--- src/rtl/multicycle_add_sub_pkg.sv ---
// Shared types and sizing helpers for the chunk-serial add/sub unit.
package multicycle_add_sub_pkg;

  typedef enum logic [1:0] {
    IDLE = 2'd0,
    BUSY = 2'd1,
    DONE = 2'd2
  } state_e;

  localparam int unsigned DEF_WIDTH = 32;
  localparam int unsigned DEF_CHUNK = 4;

  function automatic int unsigned num_chunks(input int unsigned width, input int unsigned chunk);
    return width / chunk;
  endfunction

  // A single-chunk configuration still needs a 1-bit index register.
  function automatic int unsigned idx_width(input int unsigned n);
    return (n <= 1) ? 1 : $clog2(n);
  endfunction

  localparam int unsigned DEF_NUM_CHUNKS = num_chunks(DEF_WIDTH, DEF_CHUNK);

endpackage

--- src/rtl/multicycle_add_sub_adder_chunk.sv ---
// Combinational CHUNK-bit ripple adder; also exposes the carry into its MSB
// so the top can derive signed overflow from the final chunk.
module full_adder (
  input  logic a_i,
  input  logic b_i,
  input  logic c_i,
  output logic s_o,
  output logic c_o
);
  assign s_o = a_i ^ b_i ^ c_i;
  assign c_o = (a_i & b_i) | (c_i & (a_i ^ b_i));
endmodule

module adder_chunk #(
  parameter int unsigned CHUNK = 4
) (
  input  logic [CHUNK-1:0] a_i,
  input  logic [CHUNK-1:0] b_i,
  input  logic             c_i,
  output logic [CHUNK-1:0] s_o,
  output logic             c_o,
  output logic             c_msb_o
);
  logic [CHUNK:0] c;

  assign c[0] = c_i;

  for (genvar i = 0; i < CHUNK; i++) begin : g_fa
    full_adder u_fa (
      .a_i (a_i[i]),
      .b_i (b_i[i]),
      .c_i (c[i]),
      .s_o (s_o[i]),
      .c_o (c[i+1])
    );
  end

  assign c_o     = c[CHUNK];
  assign c_msb_o = c[CHUNK-1];
endmodule

--- src/rtl/multicycle_add_sub.sv ---
// Chunk-serial adder/subtractor: WIDTH-bit add or A-B, CHUNK bits per clock,
// with a registered carry between chunks and valid/ready on both sides.
module multicycle_add_sub
  import multicycle_add_sub_pkg::*;
#(
  parameter int unsigned WIDTH = DEF_WIDTH,
  parameter int unsigned CHUNK = DEF_CHUNK
) (
  input  logic             clock,
  input  logic             reset,
  input  logic             in_valid,
  output logic             in_ready,
  input  logic [WIDTH-1:0] a,
  input  logic [WIDTH-1:0] b,
  input  logic             sub,
  input  logic             c_in,
  output logic             out_valid,
  input  logic             out_ready,
  output logic [WIDTH-1:0] sum,
  output logic             c_out,
  output logic             overflow,
  output logic             zero
);
  localparam int unsigned NUM_CHUNKS = num_chunks(WIDTH, CHUNK);
  localparam int unsigned IW         = idx_width(NUM_CHUNKS);
  localparam logic [IW-1:0] LAST_IDX = IW'(NUM_CHUNKS - 1);

  state_e           state_q, state_d;
  logic [IW-1:0]    idx_q, idx_d;
  logic             carry_q, carry_d;
  logic [WIDTH-1:0] op_a_q, op_a_d;
  logic [WIDTH-1:0] op_b_q, op_b_d;
  logic [WIDTH-1:0] sum_q, sum_d;
  logic             c_out_q, c_out_d;
  logic             ovf_q, ovf_d;
  logic             zero_q, zero_d;

  logic [CHUNK-1:0] chunk_s;
  logic             chunk_c;
  logic             chunk_cm;

  adder_chunk #(.CHUNK(CHUNK)) u_chunk (
    .a_i     (op_a_q[CHUNK-1:0]),
    .b_i     (op_b_q[CHUNK-1:0]),
    .c_i     (carry_q),
    .s_o     (chunk_s),
    .c_o     (chunk_c),
    .c_msb_o (chunk_cm)
  );

  // Operands shift right and the sum fills from the top, so chunk k is always
  // at bit 0 of the operands; after NUM_CHUNKS steps sum_q is fully aligned.
  always_comb begin
    state_d = state_q;
    idx_d   = idx_q;
    carry_d = carry_q;
    op_a_d  = op_a_q;
    op_b_d  = op_b_q;
    sum_d   = sum_q;
    c_out_d = c_out_q;
    ovf_d   = ovf_q;
    zero_d  = zero_q;
    unique case (state_q)
      IDLE: begin
        if (in_valid) begin
          op_a_d  = a;
          op_b_d  = sub ? ~b : b;
          carry_d = sub ? ~c_in : c_in;
          idx_d   = '0;
          state_d = BUSY;
        end
      end
      BUSY: begin
        op_a_d  = op_a_q >> CHUNK;
        op_b_d  = op_b_q >> CHUNK;
        sum_d   = (sum_q >> CHUNK) | (WIDTH'(chunk_s) << (WIDTH - CHUNK));
        carry_d = chunk_c;
        idx_d   = idx_q + 1'b1;
        if (idx_q == LAST_IDX) begin
          state_d = DONE;
          c_out_d = chunk_c;
          ovf_d   = chunk_c ^ chunk_cm;
          zero_d  = (sum_d == '0);
        end
      end
      DONE: begin
        if (out_ready) state_d = IDLE;
      end
      default: state_d = IDLE;
    endcase
  end

  always_ff @(posedge clock) begin
    if (reset) begin
      state_q <= IDLE;
      idx_q   <= '0;
      carry_q <= 1'b0;
      op_a_q  <= '0;
      op_b_q  <= '0;
      sum_q   <= '0;
      c_out_q <= 1'b0;
      ovf_q   <= 1'b0;
      zero_q  <= 1'b0;
    end else begin
      state_q <= state_d;
      idx_q   <= idx_d;
      carry_q <= carry_d;
      op_a_q  <= op_a_d;
      op_b_q  <= op_b_d;
      sum_q   <= sum_d;
      c_out_q <= c_out_d;
      ovf_q   <= ovf_d;
      zero_q  <= zero_d;
    end
  end

  assign in_ready  = (state_q == IDLE);
  assign out_valid = (state_q == DONE);
  assign sum       = sum_q;
  assign c_out     = c_out_q;
  assign overflow  = ovf_q;
  assign zero      = zero_q;

endmodule

--- config.mk ---
export PLATFORM = sky130hd
export DESIGN_NAME = multicycle_add_sub
export DESIGN_NICKNAME = d
export VERILOG_FILES = /design/src/rtl/multicycle_add_sub_pkg.sv /design/src/rtl/multicycle_add_sub_adder_chunk.sv /design/src/rtl/multicycle_add_sub.sv
export SDC_FILE = /design/constraint.sdc
export NUM_CORES = 1
export LEC_CHECK = 0
export CAP_MARGIN = 20
export CORE_ASPECT_RATIO = 0.9
export CORE_MARGIN = 4
export CORE_UTILIZATION = 50
export CTS_CLUSTER_SIZE = 20
export DETAILED_ROUTE_END_ITERATION = 10
export PLACE_DENSITY = 0.92
export SLEW_MARGIN = 20
export SYNTH_ARGS = -nofsm -noshare
export SYNTH_HDL_FRONTEND = slang
export SYNTH_SLANG_ARGS = --single-unit
--- constraint.sdc ---
create_clock -name clock -period 3 [get_ports clock]
set_clock_uncertainty 0.15 [all_clocks]
set_input_delay 0.6 -clock clock [delete_from_list [all_inputs] [get_ports clock]]
set_output_delay 0.6 -clock clock [all_outputs]
set_load 0.02 [all_outputs]
# Word-level counts from Yosys, hierarchy flattened
# Index checks and enable logic that the tools add are counted.
# classes
addsub	1
eq_ne	6
muxes	14
bitwise_logic	24
n_reduce_logical	6
# ops
op	count
$pmux W32 S2	2
$mux W32	3
$logic_not A32 Y1	1
$not A32 Y32	1
$or A28 B32 Y32	1
$xor A1 B1 Y1	9
$and A1 B1 Y1	8
$mux W2	3
$pmux W2 S3	1
$pmux W3 S2	1
$ne A2 B2 Y1 const B	2
$or A1 B1 Y1	4
$reduce_and A2 Y1	2
$add A3 B1 Y3 const B	1
$eq A3 B3 Y1 const B	1
$mux W3	1
$reduce_and A3 Y1	1
$eq A2 B1 Y1 const B	1
$eq A2 B2 Y1 const B	1
$logic_not A2 Y1	1
$mux W1	2
$ne A2 B1 Y1 const B	1
$pmux W1 S2	1
$reduce_bool A2 Y1	1
$not A1 Y1	1
# totals
ff_bits	105
out_inout_bits	37
word_cells	60

# Depth between registers and ports, before layout
# depth
depth_word	10
ltp_mapped	11
ltp_nobuf	11

# Modules after synthesis
# Synthesis repeated with hierarchy kept, for this count alone.
# hier_totals
cells_unflattened	573
hier_area_um2	4611.9
# by_module_without_submodules
mod	instances	cells_each	area_per_inst_um2	seq_area_each_um2
multicycle_add_sub	1	569	4531.8	2102.0
full_adder	4	1	20.0	0.0

# Worst setup path after synthesis
# Ideal clock, no wire load.
# synth_timing
path_kind	register to register
from	reg carry_q
to	reg zero_q (netlist: zero)
setup_ns	0.084
arrival_ns	2.314
slack_ns	0.452
path_stages_with_launch	12
path_buffers	0
cell_sequence	dfxtp_1 inv_1 fa_1 inv_1 fa_1 fa_1 inv_1 fa_1 nand2_1 nor4_1 nand4_1 o31ai_2
# synth_via
elab_chain_len	9
elab_cells_between_ends	12
classes_between	11 x bitwise; 1 x reduce/logical
# synth_rtl
item	line	rtl
start: declaration	multicycle_add_sub.sv:30	logic carry_q, carry_d;
start signal: assignment	multicycle_add_sub.sv:107	carry_q <= carry_d;
$and A1 B1 Y1	multicycle_add_sub_adder_chunk.sv:11	assign c_o = (a_i & b_i) | (c_i & (a_i ^ b_i));
$or A1 B1 Y1	multicycle_add_sub_adder_chunk.sv:11	
$and A1 B1 Y1	multicycle_add_sub_adder_chunk.sv:11	
$or A1 B1 Y1	multicycle_add_sub_adder_chunk.sv:11	
$and A1 B1 Y1	multicycle_add_sub_adder_chunk.sv:11	
$or A1 B1 Y1	multicycle_add_sub_adder_chunk.sv:11	
$xor A1 B1 Y1	multicycle_add_sub_adder_chunk.sv:10	assign s_o = a_i ^ b_i ^ c_i;
$or A28 B32 Y32 *	multicycle_add_sub.sv:76	sum_d = (sum_q >> CHUNK) | (WIDTH'(chunk_s) << (WIDTH - CHUNK));
$logic_not A32 Y1 *	multicycle_add_sub.sv:83	zero_d = (sum_d == '0);
end signal: assignment	multicycle_add_sub.sv:113	zero_q <= zero_d;
end: declaration	multicycle_add_sub.sv:36	logic zero_q, zero_d;
# Every way passes the cells marked *; elsewhere a longest branch is shown, timed or not.
# A chain may end at the register's enable or synchronous reset.

# Final worst setup path
# Ends and elaborated chain as after synthesis.

==> insert_results.sql <==
INSERT INTO impl_metrics (metric_group, metric, value, unit) VALUES
('yosys', 'ys_warn_count', '0', ''),
('power_and_ir_drop', 'worst_ir_drop_vdd', '0.288', 'mV'),
('place', 'gpl.final_weighted_congestion', '0.791', ''),
('timing', 'rsz0062_at_grt', 'false', ''),
('clock_network', 'tritoncts_clock_tree', 'yes', ''),
('floorplanning', 'io_pins', '107', ''),
('timing', 'slew_viol_final', '0', ''),
('critical_path', 'critPathLaunchType', 'flop', ''),
('floorplanning', 'chipWidth', '110', 'um'),
('yosys', 'yosysTopAreaCell', 'sky130_fd_sc_hd__dfxtp_1', ''),
('yosys', 'syn-num-nets', '654', ''),
('route', 'drt_first_iter_violations', '371', ''),
('final_layout', 'fillCellCount', '768', ''),
('clock_network', 'post-cts-setup-buffer-count', '0', ''),
('timing', 'final-setup-viol-count', '0', ''),
('clock_network', 'cts_num_sinks', '105', ''),
('clock_network', 'clock_path_buffers', '2', ''),
('critical_path', 'crit_path_max_fanout', '2', ''),
('yosys', 'post_synthesis_register_bit_count', '105', ''),
('yosys', 'yosys_most_used_dff', 'sky130_fd_sc_hd__dfxtp_1', ''),
('timing', 'max_freq', '0.359', 'GHz'),
('global_route', 'grt_start_max_net_pins', '72', ''),
('yosys', 'most_area_consuming_cells_after_synthesis', 'sky130_fd_sc_hd__dfxtp_1 45%, sky130_fd_sc_hd__nor2_1 11%, sky130_fd_sc_hd__a21oi_1 6.7%', ''),
('clock_network', 'cts.root.buffer_cell', 'sky130_fd_sc_hd__clkbuf_8', ''),
('final_layout', 'multi_input_area', '0.00229', 'mm^2'),
('final_layout', 'register_area', '0.00210', 'mm^2'),
('power_and_ir_drop', 'power-per-cell-area', '482', 'mW/mm^2'),
('yosys', 'postSynthCellCount', '578', ''),
('yosys', 'seq_area_frac_synth', '0.452', ''),
('critical_path', 'worstPathRequired', '3.13', 'ns'),
('global_route', 'total_global_routing_track_utilization', '0.209', ''),
('route', 'routed-via-count', '4300', ''),
('route', 'drt_wl_total', '11400', 'um'),
('timing', 'tightest_slew', '0.846', 'ns'),
('clock_network', 'number_of_hold_buffers_added_after_cts', '0', ''),
('critical_path', 'reg2reg_from', 'carry_q$_SDFFE_PP0P_', ''),
('critical_path', 'crit_path_end_kind', 'flop', ''),
('route', 'drt_first_pass_iters', '7', ''),
('yosys', 'syn-cell-area', '0.00465', 'mm^2'),
('yosys', 'synth_common_cells', '132 x sky130_fd_sc_hd__nor2_1, 105 x sky130_fd_sc_hd__dfxtp_1, 63 x sky130_fd_sc_hd__nand2_1, 62 x sky130_fd_sc_hd__a21oi_1, 33 x sky130_fd_sc_hd__xor2_1', ''),
('route', 'remaining_drc_errors', '0', ''),
('final_layout', 'final_cell_count_no_fill', '783', ''),
('final_layout', 'finalNetCount', '733', ''),
('floorplanning', 'initial_core_util', '0.512', ''),
('timing', 'slew-limit-headroom', '0.436', ''),
('floorplanning', 'core_region_area', '0.00908', 'mm^2'),
('yosys', 'async_flop_share', '0', ''),
('route', 'avgRoutedWirePerCell', '14.5', 'um'),
('yosys', 'syn_avg_cell_area', '8.04', 'um^2'),
('yosys', 'synth.lib_cells_used.distinct', '29', ''),
('yosys', 'number_of_enable_flip_flop_cells_after_synthesis', '0', ''),
('timing', 'period_share', '0.929', ''),
('final_layout', 'syn2layout_area_growth', '26.8', '%'),
('final_layout', 'utilization_of_the_core_after_routing', '0.649', ''),
('clock_network', 'cts_made_buffers', '9', ''),
('final_layout', 'insertedDiodeCount', '0', ''),
('power_and_ir_drop', 'leakagePower', '2.26', 'nW'),
('timing', 'finalCriticalPeriod', '2.79', 'ns'),
('clock_network', 'clock_tree.htree_level_count', '3', ''),
('place', 'dp.cells', '768', ''),
('global_route', 'grt_pass1_vias', '4057', ''),
('final_layout', 'drive_above_1_share', '0.0469', ''),
('run_status', 'outcome', 'complete, no violations', ''),
('timing', 'final.setup.tns', '0', 'ns'),
('hold_path', 'holdCritPathClass', 'flop to flop', ''),
('global_route', 'grt_pass1_wl', '18500', 'um'),
('yosys', 'synth.top_cell.area_share', '0.452', ''),
('hold_path', 'hold_path.startpoint', 'overflow$_SDFFE_PP0P_', ''),
('route', 'route.antenna.remaining_nets', '0', ''),
('floorplanning', 'die-height', '99.5', 'um'),
('clock_network', 'cts.clk_slew.worst_paths', '0.10', 'ns');
==> worst paths after layout <==
check                          end  slack [ns]  depth (start not counted)
min reg2reg  overflow$_SDFFE_PP0P_        0.32                          2
min          overflow$_SDFFE_PP0P_        0.32                          2
max reg2reg      zero$_SDFFE_PP0P_        0.21                         11
max              zero$_SDFFE_PP0P_        0.21                         11
==> where the power goes <==
| part | switching (W) | leakage [nW] | total [W] | internal (W) |
|---|---|---|---|---|
| Clock | 0.000476 | 0.0846 | 0.000783 | 0.000307 |
| Sequential | 0.0000548 | 0.860 | 0.00153 | 0.00148 |
| Combinational | 0.000272 | 1.31 | 0.000521 | 0.000249 |
==> critical path, cell delays in order (launching register included) <==
cell and delay, ns:
sky130_fd_sc_hd__dfxtp_1 0.34, sky130_fd_sc_hd__inv_1 0.06, sky130_fd_sc_hd__fa_1 0.42, sky130_fd_sc_hd__inv_1 0.10, sky130_fd_sc_hd__fa_1 0.21, sky130_fd_sc_hd__fa_1 0.23
sky130_fd_sc_hd__inv_1 0.07, sky130_fd_sc_hd__fa_1 0.55, sky130_fd_sc_hd__nand2_1 0.05, sky130_fd_sc_hd__nor4_1 0.18, sky130_fd_sc_hd__nand4_1 0.14, sky130_fd_sc_hd__o31ai_2 0.20
==> sequential cells by signal, summed over array words and instances (netlist names) <==
name and cells:
op_b_q 32, c_out 1, state_q 2, carry_q 1, idx_q 3, zero 1, op_a_q 32, overflow 1
sum 32
==> cells by family (layout without fill, tap and decap cells) <==
logic type | Yosys count | count (layout) | synth area share
AO/OA/AOI/OAI | 107 | 107 | 0.156
XOR/XNOR | 34 | 34 | 0.0641
adder cells (fa/ha/maj) | 6 | 6 | 0.0226
flip-flops | 105 | 105 | 0.452
AND/OR/NAND/NOR | 268 | 268 | 0.248
buffers and inverters | 58 | 141 | 0.0565
==> area by class of cell <==
class / instances / share of cell area
clock inverter: 5 / 0.00701
multi-input combinational: 415 / 0.389
tap: 122 / 0.0259
inverter: 7 / 0.00446
sequential: 105 / 0.357
clock buffer: 10 / 0.0217
timing repair buffer: 119 / 0.195
==> per-layer routing <==
metal | share of wire | wire (um) | global-route usage | vias to the layer above
met5 | 0 | 0 | 0 | -
met4 | 0.019 | 216 | 0.0757 | 0
met3 | 0.067 | 766 | 0.0506 | 17
met2 | 0.51 | 5830 | 0.354 | 150
met1 | 0.40 | 4550 | 0.259 | 2021
li1 | - | - | - | 2112
==> per-stage QoR <==
stage / hold slack [ns] / power [W] / cell area, um^2 / setup slack [ns]
after detailed placement: 0.303 / 0.00208 / 5720 / 0.237
after CTS: 0.317 / 0.00285 / 5890 / 0.211
after global routing: 0.343 / 0.00298 / 5890 / 0.0497
after floorplan: 0.316 / 0.00190 / 4650 / 0.452
final: 0.317 / 0.00284 / 5890 / 0.214
after global placement: 0.294 / 0.00205 / 5720 / 0.382
==> cell usage in the layout (no fill, tap or decap), types with 4 or more instances in the layout <==
| cell type | n |
|---|---|
| sky130_fd_sc_hd__a211oi_1 | 4 |
| sky130_fd_sc_hd__a21oi_1 | 62 |
| sky130_fd_sc_hd__a222oi_1 | 28 |
| sky130_fd_sc_hd__a22oi_1 | 10 |
| sky130_fd_sc_hd__buf_4 | 14 |
| sky130_fd_sc_hd__clkbuf_8 | 9 |
| sky130_fd_sc_hd__clkdlybuf4s50_1 | 104 |
| sky130_fd_sc_hd__dfxtp_1 | 105 |
| sky130_fd_sc_hd__fa_1 | 4 |
| sky130_fd_sc_hd__inv_1 | 7 |
| sky130_fd_sc_hd__nand2_1 | 63 |
| sky130_fd_sc_hd__nor2_1 | 132 |
| sky130_fd_sc_hd__nor2b_1 | 29 |
| sky130_fd_sc_hd__nor3_1 | 28 |
| sky130_fd_sc_hd__nor4_1 | 5 |
| sky130_fd_sc_hd__xor2_1 | 33 |
Note: power is estimated with default switching activity, not from simulation.
